`config.mk`:
```
export PLATFORM = sky130hd
export DESIGN_NAME = fetch_stage
export DESIGN_NICKNAME = d
export VERILOG_FILES = /design/src/rtl/fetch_stage.sv
export SDC_FILE = /design/constraint.sdc
export NUM_CORES = 1
export LEC_CHECK = 0
export ABC_AREA = 1
export CORE_UTILIZATION = 44
export DETAILED_ROUTE_END_ITERATION = 12
export GPL_TIMING_DRIVEN = 1
export PLACE_DENSITY = 0.86
export SLEW_MARGIN = 20
export SYNTH_ARGS = -nofsm -noshare
export SYNTH_HDL_FRONTEND = slang
export SYNTH_SLANG_ARGS = --single-unit
```
`constraint.sdc`:
```
create_clock -name clk -period 1.7 [get_ports clk]
set_input_delay 0.51 -clock clk [delete_from_list [all_inputs] [get_ports clk]]
set_output_delay 0.51 -clock clk [all_outputs]
set_load 0.01 [all_outputs]
```
`src/rtl/fetch_stage.sv`:
```
// LC-3b instruction fetch stage: owns the PC, runs the I-cache read handshake and drives IF/ID.
// Optional one-entry skid buffer for responses blocked by a stall is enabled with `define FETCH_SKID_EN.
module fetch_stage #(
   parameter logic [15:0] PC_RESET = 16'h0000,
   parameter logic [15:0] NOP_WORD = 16'h0000
) (
   input  logic        clk,
   input  logic        rst_n,
   output logic        mem_read,
   output logic [15:0] mem_address,
   input  logic        mem_resp,
   input  logic [15:0] mem_rdata,
   input  logic        stall,
   input  logic        redirect,
   input  logic [15:0] redirect_pc,
   output logic [15:0] id_instruction,
   output logic [15:0] id_pc,
   output logic        id_valid
);

   typedef enum logic [1:0] {
      IDLE  = 2'd0,
      FETCH = 2'd1,
      DRAIN = 2'd2
   } state_e;

   state_e      state_q, state_d;
   logic [15:0] pc_q, pc_d;
   logic [15:0] drain_addr_q, drain_addr_d;
   logic [15:0] id_instruction_q, id_instruction_d;
   logic [15:0] id_pc_q, id_pc_d;
   logic        id_valid_q, id_valid_d;

   logic [15:0] pc_plus2;
   logic        slot_free;
   logic        skid_full;
   logic        accept_resp;
   logic        deliver_resp;

`ifdef FETCH_SKID_EN
   logic        skid_valid_q, skid_valid_d;
   logic [15:0] skid_instr_q, skid_instr_d;
   logic [15:0] skid_pc_q, skid_pc_d;
   logic        capture_skid;
   logic        skid_drain;

   assign skid_full = skid_valid_q;
`else
   assign skid_full = 1'b0;
`endif

   assign pc_plus2     = pc_q + 16'd2;
   assign slot_free    = !id_valid_q || !stall;
   // A response only counts when it answers a live, non-squashed FETCH request.
   assign accept_resp  = (state_q == FETCH) && !skid_full && mem_resp && !redirect;
   assign deliver_resp = accept_resp && slot_free;

`ifdef FETCH_SKID_EN
   assign capture_skid = accept_resp && !slot_free;
   assign skid_drain   = skid_full && slot_free && !redirect;
`endif

   // ------------------------------------------------------------------
   // FSM: state register
   // ------------------------------------------------------------------
   // NOTE: every sequential process uses non-blocking (<=) assignments so all
   // flops sample their _d values from the same pre-edge snapshot.
   always_ff @(posedge clk or negedge rst_n) begin
      if (!rst_n) begin
         state_q <= IDLE;
      end else begin
         state_q <= state_d;
      end
   end

   // ------------------------------------------------------------------
   // FSM: next-state logic
   // ------------------------------------------------------------------
   // NOTE: each always_comb assigns a default to every output first, so no
   // path can leave a signal unassigned and infer a latch.
   always_comb begin
      state_d = state_q;
      case (state_q)
         IDLE:    state_d = FETCH;
         FETCH: begin
            if (redirect && mem_read && !mem_resp) begin
               state_d = DRAIN;
            end
         end
         DRAIN: begin
            if (mem_resp) begin
               state_d = FETCH;
            end
         end
         default: state_d = IDLE;
      endcase
   end

   // ------------------------------------------------------------------
   // FSM: outputs to the I-cache
   // ------------------------------------------------------------------
   always_comb begin
      mem_read    = 1'b0;
      mem_address = pc_q;
      case (state_q)
         FETCH: mem_read = !skid_full;
         DRAIN: begin
            mem_read    = 1'b1;
            mem_address = drain_addr_q;
         end
         default: mem_read = 1'b0;
      endcase
   end

   // ------------------------------------------------------------------
   // Datapath: PC, drain address, IF/ID and skid next values
   // ------------------------------------------------------------------
   always_comb begin
      pc_d             = pc_q;
      drain_addr_d     = drain_addr_q;
      id_instruction_d = id_instruction_q;
      id_pc_d          = id_pc_q;
      id_valid_d       = id_valid_q;
`ifdef FETCH_SKID_EN
      skid_valid_d     = skid_valid_q;
      skid_instr_d     = skid_instr_q;
      skid_pc_d        = skid_pc_q;
`endif

      if (redirect) begin
         // Redirect beats stall: squash IF/ID and any parked word, keep the
         // outstanding address so the cache handshake can finish cleanly.
         pc_d             = redirect_pc;
         id_valid_d       = 1'b0;
         id_instruction_d = NOP_WORD;
`ifdef FETCH_SKID_EN
         skid_valid_d     = 1'b0;
`endif
         if ((state_q == FETCH) && mem_read && !mem_resp) begin
            drain_addr_d = pc_q;
         end
`ifdef FETCH_SKID_EN
      end else if (skid_drain) begin
         id_instruction_d = skid_instr_q;
         id_pc_d          = skid_pc_q;
         id_valid_d       = 1'b1;
         skid_valid_d     = 1'b0;
`endif
      end else if (deliver_resp) begin
         id_instruction_d = mem_rdata;
         id_pc_d          = pc_plus2;
         id_valid_d       = 1'b1;
         pc_d             = pc_plus2;
`ifdef FETCH_SKID_EN
      end else if (capture_skid) begin
         skid_instr_d     = mem_rdata;
         skid_pc_d        = pc_plus2;
         skid_valid_d     = 1'b1;
         pc_d             = pc_plus2;
`endif
      end else if (slot_free) begin
         id_valid_d       = 1'b0;
         id_instruction_d = NOP_WORD;
      end
   end

   always_ff @(posedge clk or negedge rst_n) begin
      if (!rst_n) begin
         pc_q             <= PC_RESET;
         drain_addr_q     <= 16'h0000;
         id_instruction_q <= NOP_WORD;
         id_pc_q          <= 16'h0000;
         id_valid_q       <= 1'b0;
      end else begin
         pc_q             <= pc_d;
         drain_addr_q     <= drain_addr_d;
         id_instruction_q <= id_instruction_d;
         id_pc_q          <= id_pc_d;
         id_valid_q       <= id_valid_d;
      end
   end

`ifdef FETCH_SKID_EN
   always_ff @(posedge clk or negedge rst_n) begin
      if (!rst_n) begin
         skid_valid_q <= 1'b0;
         skid_instr_q <= 16'h0000;
         skid_pc_q    <= 16'h0000;
      end else begin
         skid_valid_q <= skid_valid_d;
         skid_instr_q <= skid_instr_d;
         skid_pc_q    <= skid_pc_d;
      end
   end
`endif

   assign id_instruction = id_instruction_q;
   assign id_pc          = id_pc_q;
   assign id_valid       = id_valid_q;

endmodule

```
==> impl_metrics.json <==
{
  "port_buffers": 86,
  "vias": 3277,
  "p_leak_nw": 2.58,
  "maxSlewViolCount": 0,
  "grt_pass1_wl_microns": 14400,
  "critPathKind": "flip-flop to output port",
  "grt.total_usage": 0.249,
  "clock_latency_ns": 0.34,
  "grt_max_degree": 68,
  "place_area_sq_um": 4480,
  "cts_buffers": 9,
  "worstPathRequired_ns": 1.19,
  "comb_power_share": 0.469,
  "final_common_cell": "nand2_1",
  "die_w_microns": 87.3,
  "cts_hold_buf": 0,
  "die_area_sq_um": 7620,
  "arrival_ns": 1.51,
  "cts_max_level": 3,
  "skew_ns": 0.00835,
  "reg2reg_from": "state_q[1]$_DFFE_PN0P_",
  "die_h_microns": 87.3,
  "final_hold_viol_count": 0,
  "clkPwrFrac": 0.190,
  "synth_enable_flop_cells": 0,
  "fin_ws_ns": -0.319,
  "totalWireLength_microns": 9720,
  "power_frac_seq": 0.340,
  "drt_iter0_markers": 281,
  "timing.fmax_mhz": 495,
  "hold_path_class": "primary input to async pin",
  "core_sq_um": 6910,
  "worstSetupEndpointType": "output port",
  "clk_path_buf_depth": 2,
  "synth_cell_type_count": 21,
  "tns_ns": -5.20,
  "synthCells": 402,
  "period_minus_slack_ns": 2.02,
  "status": "complete, but fails checks",
  "io_pins": 87,
  "whs_ns": 0.165,
  "internal_power_mw": 4.42,
  "power.switching_mw": 2.62,
  "switching_share": 0.372,
  "initial_utilization": 0.464,
  "via_per_inst": 5.15,
  "syn_avg_cell_area_sq_um": 7.96,
  "num_antenna_cells": 0,
  "grt-ovfl-total": 0,
  "period_share": 1.19,
  "synth_warnings": 0,
  "peakVddDrop_v": 0.000495,
  "drc": 0,
  "worst_slew_pin_slew_ns": 0.461,
  "path_max_fanout": 8,
  "syn2layout_area_growth_pct": 54.0,
  "violations": "negative setup slack",
  "relSlewSlack": 0.691,
  "core.rowCount": 30,
  "antenna_found_initial": 0,
  "ys_ff_latch": 67,
  "cts_tree": "yes",
  "p_per_area_nw_per_um2": 1430,
  "crit_start": "state_q[0]$_DFFE_PN0P_",
  "final_cell_area_sq_um": 4930,
  "ant_nets": 0,
  "startpoint_type": "flip-flop",
  "synth-async-reset-ratio": 1.00,
  "maxCapViolCount": 0,
  "setup_violations": 19,
  "clock-sinks": 67,
  "ys_seq_area_frac": 0.524,
  "root_buffer": "clkbuf_8",
  "mostFrequentLayoutCells": "nand2_1 (134), dfrtp_1 (67), inv_1 (44)",
  "wl_per_cell_microns": 15.3,
  "first_global_vias": 3097,
  "layout-drive-gt1-share": 0.248,
  "fin_nets": 578,
  "drt-pass1-iter-count": 5,
  "gp_congestion": 0.854,
  "clkTransAtPathRegs_ns": 0.07,
  "netlist_area_sq_um": 3200,
  "syn-num-nets": 444,
  "utilization": 0.714,
  "rsz0062_at_grt": "yes",
  "synth_ff_type": "dfrtp_1",
  "post-dp-hpwl_microns": 6060
}
## registers in the layout, indices dropped and copies added, names as in the netlist
name	flops
drain_addr_q	16
id_instruction	16
id_pc	16
id_valid	1
pc_q	16
state_q	2
## metal layers
layer | track usage | wire [microns]
met5 | 0 | 0
met4 | 0.109 | 236
met3 | 0.0569 | 652
met2 | 0.429 | 4860
met1 | 0.297 | 3980
## area by class of cell
cell class | count | area (sq um)
clock buffer | 13 | 159
clock inverter | 2 | 35.0
fill | 510 | 1980
inverter | 48 | 183
multi-input combinational | 271 | 1440
sequential | 67 | 1680
tap | 96 | 120
timing repair buffer | 139 | 1320
## per-stage QoR
stage / worst slack, ns / power (mW) / instances
3_5_place_dp: -0.391 / 5.14 / 610
5_1_grt: -0.382 / 7.43 / 636
2_1_floorplan: -0.0341 / 3.57 / 402
4_1_cts: -0.291 / 6.63 / 630
3_3_place_gp: -0.296 / 5.02 / 610
6_report: -0.319 / 7.04 / 636
## cell usage after synthesis (2+ instances only)
| master | number | area (sq um) |
|---|---|---|
| clkbuf_1 | 7 | 26.3 |
| nand2_1 | 148 | 556 |
| o21bai_2 | 2 | 22.5 |
| dfrtp_1 | 67 | 1680 |
| nand2_2 | 4 | 25.0 |
| nor2_1 | 6 | 22.5 |
| xor2_1 | 3 | 26.3 |
| a21oi_1 | 2 | 10.0 |
| nor2_4 | 4 | 45.0 |
| buf_2 | 8 | 40.0 |
| ha_1 | 5 | 62.6 |
| inv_2 | 2 | 7.51 |
| nor2_2 | 3 | 18.8 |
| nand4_1 | 7 | 43.8 |
| nand3_1 | 33 | 165 |
| o21ai_0 | 51 | 255 |
| inv_1 | 46 | 173 |
## what timing repair did
action | in CTS | in global routing
pin swaps | 18 | 3
buffers inserted | 3 | 5
hold endpoints to repair | 0 | 0
setup endpoints to repair | 50 | 63
cloned | 3 | 1
resized for setup | 135 | 40
## power by group through the flow
stage                     Clock [mW]  Sequential (mW)  Combinational (mW)
final                           1.34             2.40                3.30
after global routing            1.43             2.44                3.56
after CTS                       1.35             2.34                2.94
after detailed placement           0             2.35                2.79
after global placement             0             2.34                2.69
after floorplan                    0             2.45                1.12
## final timing paths
check	endpoint	slack (ns)	depth (start not counted)
max	mem_address[9]	-0.32	7
min	pc_q[2]$_DFFE_PN0P_	0.16	2
max reg2reg	pc_q[5]$_DFFE_PN0P_	-0.04	9
min reg2reg	id_pc[8]$_DFFE_PN0P_	0.48	2
max in group asynchronous	drain_addr_q[8]$_DFFE_PN0P_	1.23	2
min in group clk	id_pc[8]$_DFFE_PN0P_	0.48	2
## critical path, stage by stage, from the launching register on
cell and delay (ns):
dfrtp_1 0.40, inv_2 0.09, ha_4 0.16, buf_6 0.13
buf_12 0.14, nand2_1 0.06, o21ai_1 0.06, buf_2 0.14
## cells by family (layout without fill, tap and decap cells)
logic type,after synthesis,in the layout,synth area share
adder cells (fa/ha/maj),5,5,0.0195
AO/OA/AOI/OAI,57,57,0.0938
buffers and inverters,64,202,0.0793
XOR/XNOR,3,3,0.00821
AND/OR/NAND/NOR,206,206,0.275
flip-flops,67,67,0.524
Note: power is estimated with default switching activity, not from simulation.
